===== config.mk =====
export PLATFORM = sky130hd
export DESIGN_NAME = ad_serdes_in_align
export DESIGN_NICKNAME = d
export VERILOG_FILES = /design/src/rtl/ad_serdes_pkg.sv /design/src/rtl/ad_serdes_in_lane_align.sv /design/src/rtl/ad_serdes_in_align.sv
export SDC_FILE = /design/constraint.sdc
export NUM_CORES = 1
export LEC_CHECK = 0
export ABC_AREA = 1
export CORE_MARGIN = 1.5
export CORE_UTILIZATION = 45
export CTS_CLUSTER_SIZE = 40
export DETAILED_ROUTE_END_ITERATION = 10
export PLACE_DENSITY_LB_ADDON = 0.3
export RECOVER_POWER = 100
export SLEW_MARGIN = 10
export SYNTH_ARGS = -nofsm -noshare
export SYNTH_HDL_FRONTEND = slang
export SYNTH_SLANG_ARGS = --single-unit
export TNS_END_PERCENT = 50

===== constraint.sdc =====
create_clock -name clk -period 3.3 [get_ports clk]
set_clock_uncertainty 0.2 [all_clocks]
set_input_delay 0.33 -clock clk [delete_from_list [all_inputs] [get_ports clk]]
set_output_delay 0.33 -clock clk [all_outputs]
set_load 0.005 [all_outputs]

===== src/rtl/ad_serdes_pkg.sv =====
// Shared types and helpers for the LVDS receive word aligner.
// Lane state encoding, counter sizing and the default training word.
package ad_serdes_pkg;

    typedef enum logic [2:0] {
        ST_IDLE   = 3'd0,
        ST_SEARCH = 3'd1,
        ST_CHECK  = 3'd2,
        ST_LOCKED = 3'd3,
        ST_FAIL   = 3'd4
    } lane_state_e;

    localparam logic [7:0] DEFAULT_TRAIN_PATTERN = 8'hB8;

    // Bits needed to hold values 0..max_val; never narrower than one bit.
    function automatic int cnt_width(input int max_val);
        if (max_val < 2) begin
            return 1;
        end else begin
            return $clog2(max_val + 1);
        end
    endfunction

endpackage


===== src/rtl/ad_serdes_in_lane_align.sv =====
// One receive lane: previous-word register, barrel select, alignment FSM and counters.
// With AD_SERDES_IN_ALIGN_ERRCNT_EN defined, also counts mismatching words while locked.
module ad_serdes_in_lane_align
    import ad_serdes_pkg::*;
#(
    parameter int                       SERDES_FACTOR = 8,
    parameter logic [SERDES_FACTOR-1:0] TRAIN_PATTERN = SERDES_FACTOR'(DEFAULT_TRAIN_PATTERN),
    parameter int                       MATCH_COUNT   = 16
)(
    input  logic                     clk,
    input  logic                     rst_n,
    input  logic                     i_align_req,
    input  logic                     i_in_valid,
    input  logic [SERDES_FACTOR-1:0] i_data,
`ifdef AD_SERDES_IN_ALIGN_ERRCNT_EN
    input  logic                     i_check_en,
    output logic [15:0]              o_err_cnt,
`endif
    output logic [SERDES_FACTOR-1:0] o_data,
    output logic                     o_locked,
    output lane_state_e              o_state
);

    localparam int OFS_W = cnt_width(SERDES_FACTOR - 1);
    localparam int MC_W  = cnt_width(MATCH_COUNT);
    localparam int SC_W  = cnt_width(2 * SERDES_FACTOR);
    localparam logic [OFS_W-1:0] OFS_LAST = OFS_W'(SERDES_FACTOR - 1);
    localparam logic [MC_W-1:0]  MC_LOCK  = MC_W'(MATCH_COUNT);
    localparam logic [SC_W-1:0]  SC_FAIL  = SC_W'(2 * SERDES_FACTOR);

    lane_state_e                r_state, w_state_nxt;
    logic [OFS_W-1:0]           r_offset, w_offset_nxt, w_ofs_inc;
    logic [MC_W-1:0]            r_match_cnt, w_match_nxt;
    logic [SC_W-1:0]            r_slip_cnt, w_slip_nxt, w_slip_inc;
    logic [SERDES_FACTOR-1:0]   r_prev, r_word, w_sel;
    logic [2*SERDES_FACTOR-1:0] w_cat_sh;
    logic                       r_locked, w_locked_nxt, w_hit;

    // Offset k picks {cur[k-1:0], prev[SF-1:k]}: the older word sits in the low half.
    assign w_cat_sh   = {i_data, r_prev} >> r_offset;
    assign w_sel      = w_cat_sh[SERDES_FACTOR-1:0];
    assign w_hit      = (w_sel == TRAIN_PATTERN);
    assign w_slip_inc = r_slip_cnt + SC_W'(1);
    assign w_ofs_inc  = (r_offset == OFS_LAST) ? {OFS_W{1'b0}} : r_offset + OFS_W'(1);

    // Lane state register.
    always_ff @(posedge clk) begin
        if (!rst_n) begin
            r_state <= ST_IDLE;
        end else begin
            r_state <= w_state_nxt;
        end
    end

    // Next state plus offset/counter updates; align_req beats any arriving word.
    always_comb begin
        w_state_nxt  = r_state;
        w_offset_nxt = r_offset;
        w_match_nxt  = r_match_cnt;
        w_slip_nxt   = r_slip_cnt;
        if (i_align_req) begin
            w_state_nxt  = ST_SEARCH;
            w_offset_nxt = {OFS_W{1'b0}};
            w_match_nxt  = {MC_W{1'b0}};
            w_slip_nxt   = {SC_W{1'b0}};
        end else if (i_in_valid) begin
            case (r_state)
                ST_SEARCH, ST_CHECK: begin
                    if (w_hit) begin
                        w_match_nxt = (r_state == ST_SEARCH) ? MC_W'(1) : r_match_cnt + MC_W'(1);
                        w_state_nxt = (w_match_nxt == MC_LOCK) ? ST_LOCKED : ST_CHECK;
                    end else begin
                        w_match_nxt = {MC_W{1'b0}};
                        w_slip_nxt  = w_slip_inc;
                        if (w_slip_inc == SC_FAIL) begin
                            w_state_nxt = ST_FAIL;
                        end else begin
                            w_state_nxt  = ST_SEARCH;
                            w_offset_nxt = w_ofs_inc;
                        end
                    end
                end
                default: w_state_nxt = r_state;
            endcase
        end else begin
            w_state_nxt = r_state;
        end
    end

    // Lock flag follows the state it will enter, so it registers alongside the state.
    always_comb begin
        w_locked_nxt = (w_state_nxt == ST_LOCKED);
    end

    // Datapath registers: counters, offset, previous word and aligned output word.
    always_ff @(posedge clk) begin
        if (!rst_n) begin
            r_offset    <= {OFS_W{1'b0}};
            r_match_cnt <= {MC_W{1'b0}};
            r_slip_cnt  <= {SC_W{1'b0}};
            r_prev      <= {SERDES_FACTOR{1'b0}};
            r_word      <= {SERDES_FACTOR{1'b0}};
            r_locked    <= 1'b0;
        end else begin
            r_offset    <= w_offset_nxt;
            r_match_cnt <= w_match_nxt;
            r_slip_cnt  <= w_slip_nxt;
            r_locked    <= w_locked_nxt;
            if (i_in_valid) begin
                r_prev <= i_data;
                r_word <= w_sel;
            end else begin
                r_prev <= r_prev;
                r_word <= r_word;
            end
        end
    end

`ifdef AD_SERDES_IN_ALIGN_ERRCNT_EN
    logic [15:0] r_err_cnt;

    // Saturating count of bad aligned words seen while locked and checking.
    always_ff @(posedge clk) begin
        if (!rst_n) begin
            r_err_cnt <= 16'h0000;
        end else if (i_align_req) begin
            r_err_cnt <= 16'h0000;
        end else if (i_in_valid && i_check_en && (r_state == ST_LOCKED) && !w_hit
                     && (r_err_cnt != 16'hFFFF)) begin
            r_err_cnt <= r_err_cnt + 16'd1;
        end else begin
            r_err_cnt <= r_err_cnt;
        end
    end

    assign o_err_cnt = r_err_cnt;
`endif

    assign o_data   = r_word;
    assign o_locked = r_locked;
    assign o_state  = r_state;

endmodule


===== src/rtl/ad_serdes_in_align.sv =====
// Receive word aligner: one lane aligner per SERDES lane plus link-wide done/fail status.
// Optional per-lane error counters are enabled with AD_SERDES_IN_ALIGN_ERRCNT_EN.
module ad_serdes_in_align
    import ad_serdes_pkg::*;
#(
    parameter int                       SERDES_FACTOR = 8,
    parameter int                       DATA_WIDTH    = 16,
    parameter logic [SERDES_FACTOR-1:0] TRAIN_PATTERN = SERDES_FACTOR'(DEFAULT_TRAIN_PATTERN),
    parameter int                       MATCH_COUNT   = 16
)(
    input  logic                                  clk,
    input  logic                                  rst_n,
    input  logic                                  align_req,
    input  logic                                  in_valid,
    input  logic [DATA_WIDTH*SERDES_FACTOR-1:0]   data_in,
`ifdef AD_SERDES_IN_ALIGN_ERRCNT_EN
    input  logic                                  check_en,
    output logic [DATA_WIDTH*16-1:0]              err_cnt,
`endif
    output logic                                  out_valid,
    output logic [DATA_WIDTH*SERDES_FACTOR-1:0]   data_out,
    output logic [DATA_WIDTH-1:0]                 locked,
    output logic                                  align_done,
    output logic                                  align_fail
);

    lane_state_e w_state [DATA_WIDTH];
    logic        w_all_end, w_any_fail;
    logic        r_out_valid, r_align_done, r_align_fail;

    genvar g;
    generate
        for (g = 0; g < DATA_WIDTH; g++) begin : g_lane
            ad_serdes_in_lane_align #(
                .SERDES_FACTOR (SERDES_FACTOR),
                .TRAIN_PATTERN (TRAIN_PATTERN),
                .MATCH_COUNT   (MATCH_COUNT)
            ) u_lane (
                .clk         (clk),
                .rst_n       (rst_n),
                .i_align_req (align_req),
                .i_in_valid  (in_valid),
                .i_data      (data_in[g*SERDES_FACTOR +: SERDES_FACTOR]),
`ifdef AD_SERDES_IN_ALIGN_ERRCNT_EN
                .i_check_en  (check_en),
                .o_err_cnt   (err_cnt[g*16 +: 16]),
`endif
                .o_data      (data_out[g*SERDES_FACTOR +: SERDES_FACTOR]),
                .o_locked    (locked[g]),
                .o_state     (w_state[g])
            );
        end
    endgenerate

    // Link is finished only when no lane is still idle or hunting.
    always_comb begin
        w_all_end  = 1'b1;
        w_any_fail = 1'b0;
        for (int l = 0; l < DATA_WIDTH; l++) begin
            w_all_end  = w_all_end & ((w_state[l] == ST_LOCKED) | (w_state[l] == ST_FAIL));
            w_any_fail = w_any_fail | (w_state[l] == ST_FAIL);
        end
    end

    // Registered qualifier and link status.
    always_ff @(posedge clk) begin
        if (!rst_n) begin
            r_out_valid  <= 1'b0;
            r_align_done <= 1'b0;
            r_align_fail <= 1'b0;
        end else begin
            r_out_valid  <= in_valid;
            r_align_done <= w_all_end;
            r_align_fail <= w_all_end & w_any_fail;
        end
    end

    assign out_valid  = r_out_valid;
    assign align_done = r_align_done;
    assign align_fail = r_align_fail;

endmodule


Word-level counts from Yosys, hierarchy flattened --
Cells that the tools add are included.
Storage, ports and cells: bits in registers 531, latch bits 0, bits in writable memories 0, ROM bits 0, input port bits 132, output and inout bits 147, memories 0
Cells by class: $add $sub $neg 48, multipliers 0, divide/modulo/power cells 0, order comparisons 0, equality and inequality tests 144, shift-type cells 16, multiplexer cells 144, bitwise gates (word level) 80, reductions and logical operators 65
Operators by type and width (count):
- $mux W3 | 96
- $shr A16 B3 Y8 | 16
- $add A5 B1 Y5 const B | 32
- $eq A5 B5 Y1 const B | 32
- $mux W5 | 32
- $eq A3 B2 Y1 const B | 48
- $eq A8 B8 Y1 const B | 16
- $eq A3 B3 Y1 const B | 32
- $reduce_and A4 Y1 | 16
- $add A3 B1 Y3 const B | 16
- $eq A3 B1 Y1 const B | 16
- $reduce_and A3 Y1 | 16
- $reduce_or A2 Y1 | 17
- $not A1 Y1 | 33
- $reduce_and A2 Y1 | 16
- $or A1 B1 Y1 | 31
- $and A1 B1 Y1 | 16
- $mux W1 | 16

Longest topological paths before layout --
depth after elaboration 18, mapped depth 17, depth with buffers taken out 16

By module --
A second synthesis with hierarchy kept.
Second synthesis, totals: cell total of the unflattened synthesis 4890, area total of the unflattened synthesis 32054.5 µm²
Modules (own cells, without submodules):
- ad_serdes_in_lane_align (g_lane[0].u_lane ...) | times used 15, cells an instance 299, area each 1969.4 µm², seq. area each 660.6 µm²
- ad_serdes_in_lane_align (g_lane[9].u_lane) | times used 1, cells an instance 303, area each 2021.9 µm², seq. area each 660.6 µm²
- ad_serdes_in_align | times used 1, cells an instance 102, area each 491.7 µm², seq. area each 60.1 µm²

Worst setup path before layout --
OpenSTA, ideal clock, no wires.
kind reg2reg, start point register g_lane[3].u_lane.r_offset[0], end point register g_lane[3].u_lane.r_slip_cnt[2], library setup time 0.124 ns, arrival time 1.587 ns, required time 2.976 ns, path slack 1.389 ns, stages on the path, launching flop included 15, path buffers 2, clock period less this slack 1.911 ns, cell sequence dfxtp_1 -> buf_6 -> inv_4 -> buf_6 -> nand2_1 -> nand3_1 -> nand2_1 -> o21ai_0 -> nand2_1 -> nor2_2 -> nand2_2 -> nand2_2 -> inv_1 -> o21ai_0 -> a21oi_1
On the way: word-level cells in the longest chain between the ends 4
RTL lines:
- start, declared | line ad_serdes_in_lane_align.sv:32 | logic [OFS_W-1:0] r_offset, w_offset_nxt, w_ofs_inc;
- start signal, assigned | line ad_serdes_in_lane_align.sv:98 | r_offset <= {OFS_W{1'b0}};
- start signal, assigned | line ad_serdes_in_lane_align.sv:105 | r_offset <= w_offset_nxt;
- $shr A16 B3 Y8 | line ad_serdes_in_lane_align.sv:40 | assign w_cat_sh = {i_data, r_prev} >> r_offset;
- $eq A8 B8 Y1 | line ad_serdes_in_lane_align.sv:42 | assign w_hit = (w_sel == TRAIN_PATTERN);
- $not A1 Y1 (no source line)
- $reduce_and A3 Y1 (no source line)
- end signal, assigned | line ad_serdes_in_lane_align.sv:100 | r_slip_cnt <= {SC_W{1'b0}};
- end signal, assigned | line ad_serdes_in_lane_align.sv:107 | r_slip_cnt <= w_slip_nxt;
- end, declared | line ad_serdes_in_lane_align.sv:34 | logic [SC_W-1:0] r_slip_cnt, w_slip_nxt, w_slip_inc;
Every way passes these cells. A chain may end at the register's enable or synchronous reset.

==> impl_metrics.ini <==
[synth]
ys_warn_count = 0
yosys.area.top_type_share_pct = 34.84
avgSynthCellArea_sq_um = 6.401
synthFlopType = dfxtp_1
yosysTopAreaCell = dfxtp_1
synth_nets = 4979
synth_area_sq_mm = 0.03051
ys_async_sr_fraction_pct = 0
synth.most_common_cell = nand2_1
synth-edff-count = 0
yosysSeqAreaShare_pct = 34.84
syn_inst = 4767
synth.distinct_cells = 47
ys_ff_latch = 531
synth_area_leaders = dfxtp_1 (35%), nand2_1 (17%), nor2_1 (7.4%)
synth_commonest_cells = nand2_1 (1385), nor2_1 (599), dfxtp_1 (531)

[sta]
rsz0062_at_grt = no
fin_setup_tns_ns = 0
period_minus_slack_ns = 2.985
fin_crit_sh_pct = 90.46
slew_headroom_pct = -21.48
fmax_ghz = 0.3350
finalWorstSetupSlack_ns = 0.3147
setup_violations = 0
finalMaxSlewViolations = 100
worst_pin_slew_ns = 1.822
finalHoldViolCount = 0

[worst_setup_path]
crit_arrival_ns = 3.28
cp-start-kind = input port
critical_path_class = input port to flop
path_cells = dlygate4sd3_1 > clkbuf_2 > inv_4 > clkbuf_4 > nor2_1 > o21ai_0 > inv_1
required_ns = 3.59
worstSetupEndpointType = flop
slowest_stage = clkbuf_4
cp_max_fo = 88
cp_slowest_stage_delay_ns = 1.08

[placement]
dpl_worst_slack_ns = 0.5702
io_buffers = 278
finalWeightedCongestion = 0.9152
dp.cells = 5723
hpwl_um = 59870

[power]
swShare_pct = 27.14
seqPwrFrac_pct = 43.2
p_switching_mw = 4.393
power.leakage_nw = 16.60
ir_drop_mv = 0.3602
p_int_mw = 11.79
clkPwrFrac_pct = 42.4
combPwrFrac_pct = 14.4
power.density_mw_per_mm2 = 458.8

[floorplanning]
start_util_pct = 45.43
design.die.area_sq_mm = 0.06937
die_w_um = 263.4
core-area_sq_mm = 0.06716
ios = 279
dieHeight_um = 263.4
num_rows = 95

[clock_tree]
clock-sinks = 531
clkTransAtPathRegs_ns = 0.06
cts-root-buf = clkbuf_16
cts_max_level = 2
insertion_delay_ns = 0.62
cts_made_buffers = 59
cts.path.max_buffers = 3
cts_setup_buffers = 0
cts_tree = yes

[job]
drv_cap = 1

[global_routing]
grt_max_degree = 133
grt-ovfl-total = 0
antenna_found_initial = 4
grt_pass1_wl_um = 137700
grt_pass1_vias = 27370
grtUsageTotal_pct = 23.75

[routing]
first_pass_iters = 5
post_drt_wl_per_cell_um = 14.42
drt-total-wl_um = 84120
viasPerCell = 5.135
drtAntennaViolNets = 0
drcViolationCount = 0
drtIter0Drc = 2105
vias = 29950

[final_layout]
instances_no_fill = 5833
drive_above_1_share_pct = 4.436
final_core_util_pct = 52.53
nets = 5125
syn_to_final_growth_pct = 15.62

[min_path]
hold_class = input port to flop

[status]
run_status = complete, but fails checks
violations = capacitance limit, slew limit
-- cell families after synthesis --
group / count (synthesis) / synth area share, %
buffers and inverters: 732 / 10.45
adders and majority gates: 80 / 3.281
xor gates and xnor gates: 70 / 2.009
and+or+nand+nor: 2559 / 35.09
AOI/OAI and AO/OA: 794 / 14.30
DFF: 531 / 34.84
muxes: 1 / 0.03281
-- cell usage in the layout, fill, tap and decap left out, drive strengths merged, types with 12 or more instances in the layout --
cell type	netlist	routed
nand2	1427	1427
nor2	634	634
dfxtp	531	531
inv	498	498
o21ai	437	437
nand3	389	389
a21oi	232	232
dlygate4sd3	0	149
clkdlybuf4s50	0	129
o211ai	112	112
clkbuf	106	97
ha	80	80
xor2	51	51
nand4	50	50
nor3	33	33
buf	125	29
xnor2	19	19
clkinv	3	15
or2	12	12
-- stage by stage --
stage / hold WS (ns) / total power, mW / area [sq um]
2_1_floorplan: 0.2288 / 8.636 / 30510
3_3_place_gp: 0.2466 / 9.496 / 33450
3_5_place_dp: 0.2499 / 9.513 / 33450
4_1_cts: 0.05023 / 16.42 / 35490
5_1_grt: 0.09168 / 16.95 / 35280
6_report: 0.08217 / 16.19 / 35280
-- layer usage --
metal  vias up  track usage, %  wire length (um)
met5         -               0                21
met4         4           8.655              2940
met3       146           3.657              4451
met2       744           41.05             39640
met1     13480           29.81             37070
li1      15580               -                 -
-- cell type report --
type / count / area (sq um)
tap: 873 / 1092
fill: 6727 / 31880
inverter: 501 / 1897
antenna: 1 / 2.502
clock inverter: 19 / 270.3
timing repair buffer: 316 / 3088
multi-input combinational: 3504 / 16550
sequential: 531 / 10630
clock buffer: 88 / 1748
-- worst paths after layout --
kind                                       from                              end  slack (ns)  depth (start not counted)
setup reg to reg  g_lane[13].u_lane.r_offset[0]  g_lane[13].u_lane.r_slip_cnt[0]        0.38                         12
hold reg to reg     g_lane[11].u_lane.r_prev[0]      g_lane[11].u_lane.r_prev[0]        0.25                          2
setup / recovery                          rst_n       g_lane[3].u_lane.o_data[4]        0.31                          7
hold / removal                      data_in[54]       g_lane[6].u_lane.r_prev[6]        0.08                          3
-- repair_timing --
| item | CTS | global route |
|---|---|---|
| hold buffers | 2 | 0 |
| resized for setup | 0 | 0 |
| setup endpoints to repair | 0 | 0 |
| hold endpoints to repair | 51 | 0 |
-- power by group through the flow --
stage / combinational (mW) / sequential, mW / clock [mW]
6_report: 2.33 / 6.99 / 6.87
5_1_grt: 2.65 / 7.04 / 7.26
4_1_cts: 2.40 / 7.00 / 7.02
3_5_place_dp: 2.38 / 7.13 / 0
3_3_place_gp: 2.36 / 7.13 / 0
2_1_floorplan: 1.59 / 7.04 / 0
-- worst max-delay path: cells and delay by family --
kind,cells,cell delay [ns]
compound gates,1,0.17
buf+inv,5,2.54
simple gates,1,0.16
-- sequential cells by signal, summed over array words and instances, names as in the netlist --
signal and flops:
align_done 1, align_fail 1, g_lane.u_lane.o_data 128, g_lane.u_lane.o_locked 16, g_lane.u_lane.o_state 48, g_lane.u_lane.r_match_cnt 80
g_lane.u_lane.r_offset 48, g_lane.u_lane.r_prev 128, g_lane.u_lane.r_slip_cnt 80, out_valid 1
Note: power is estimated with default switching activity, not from simulation.
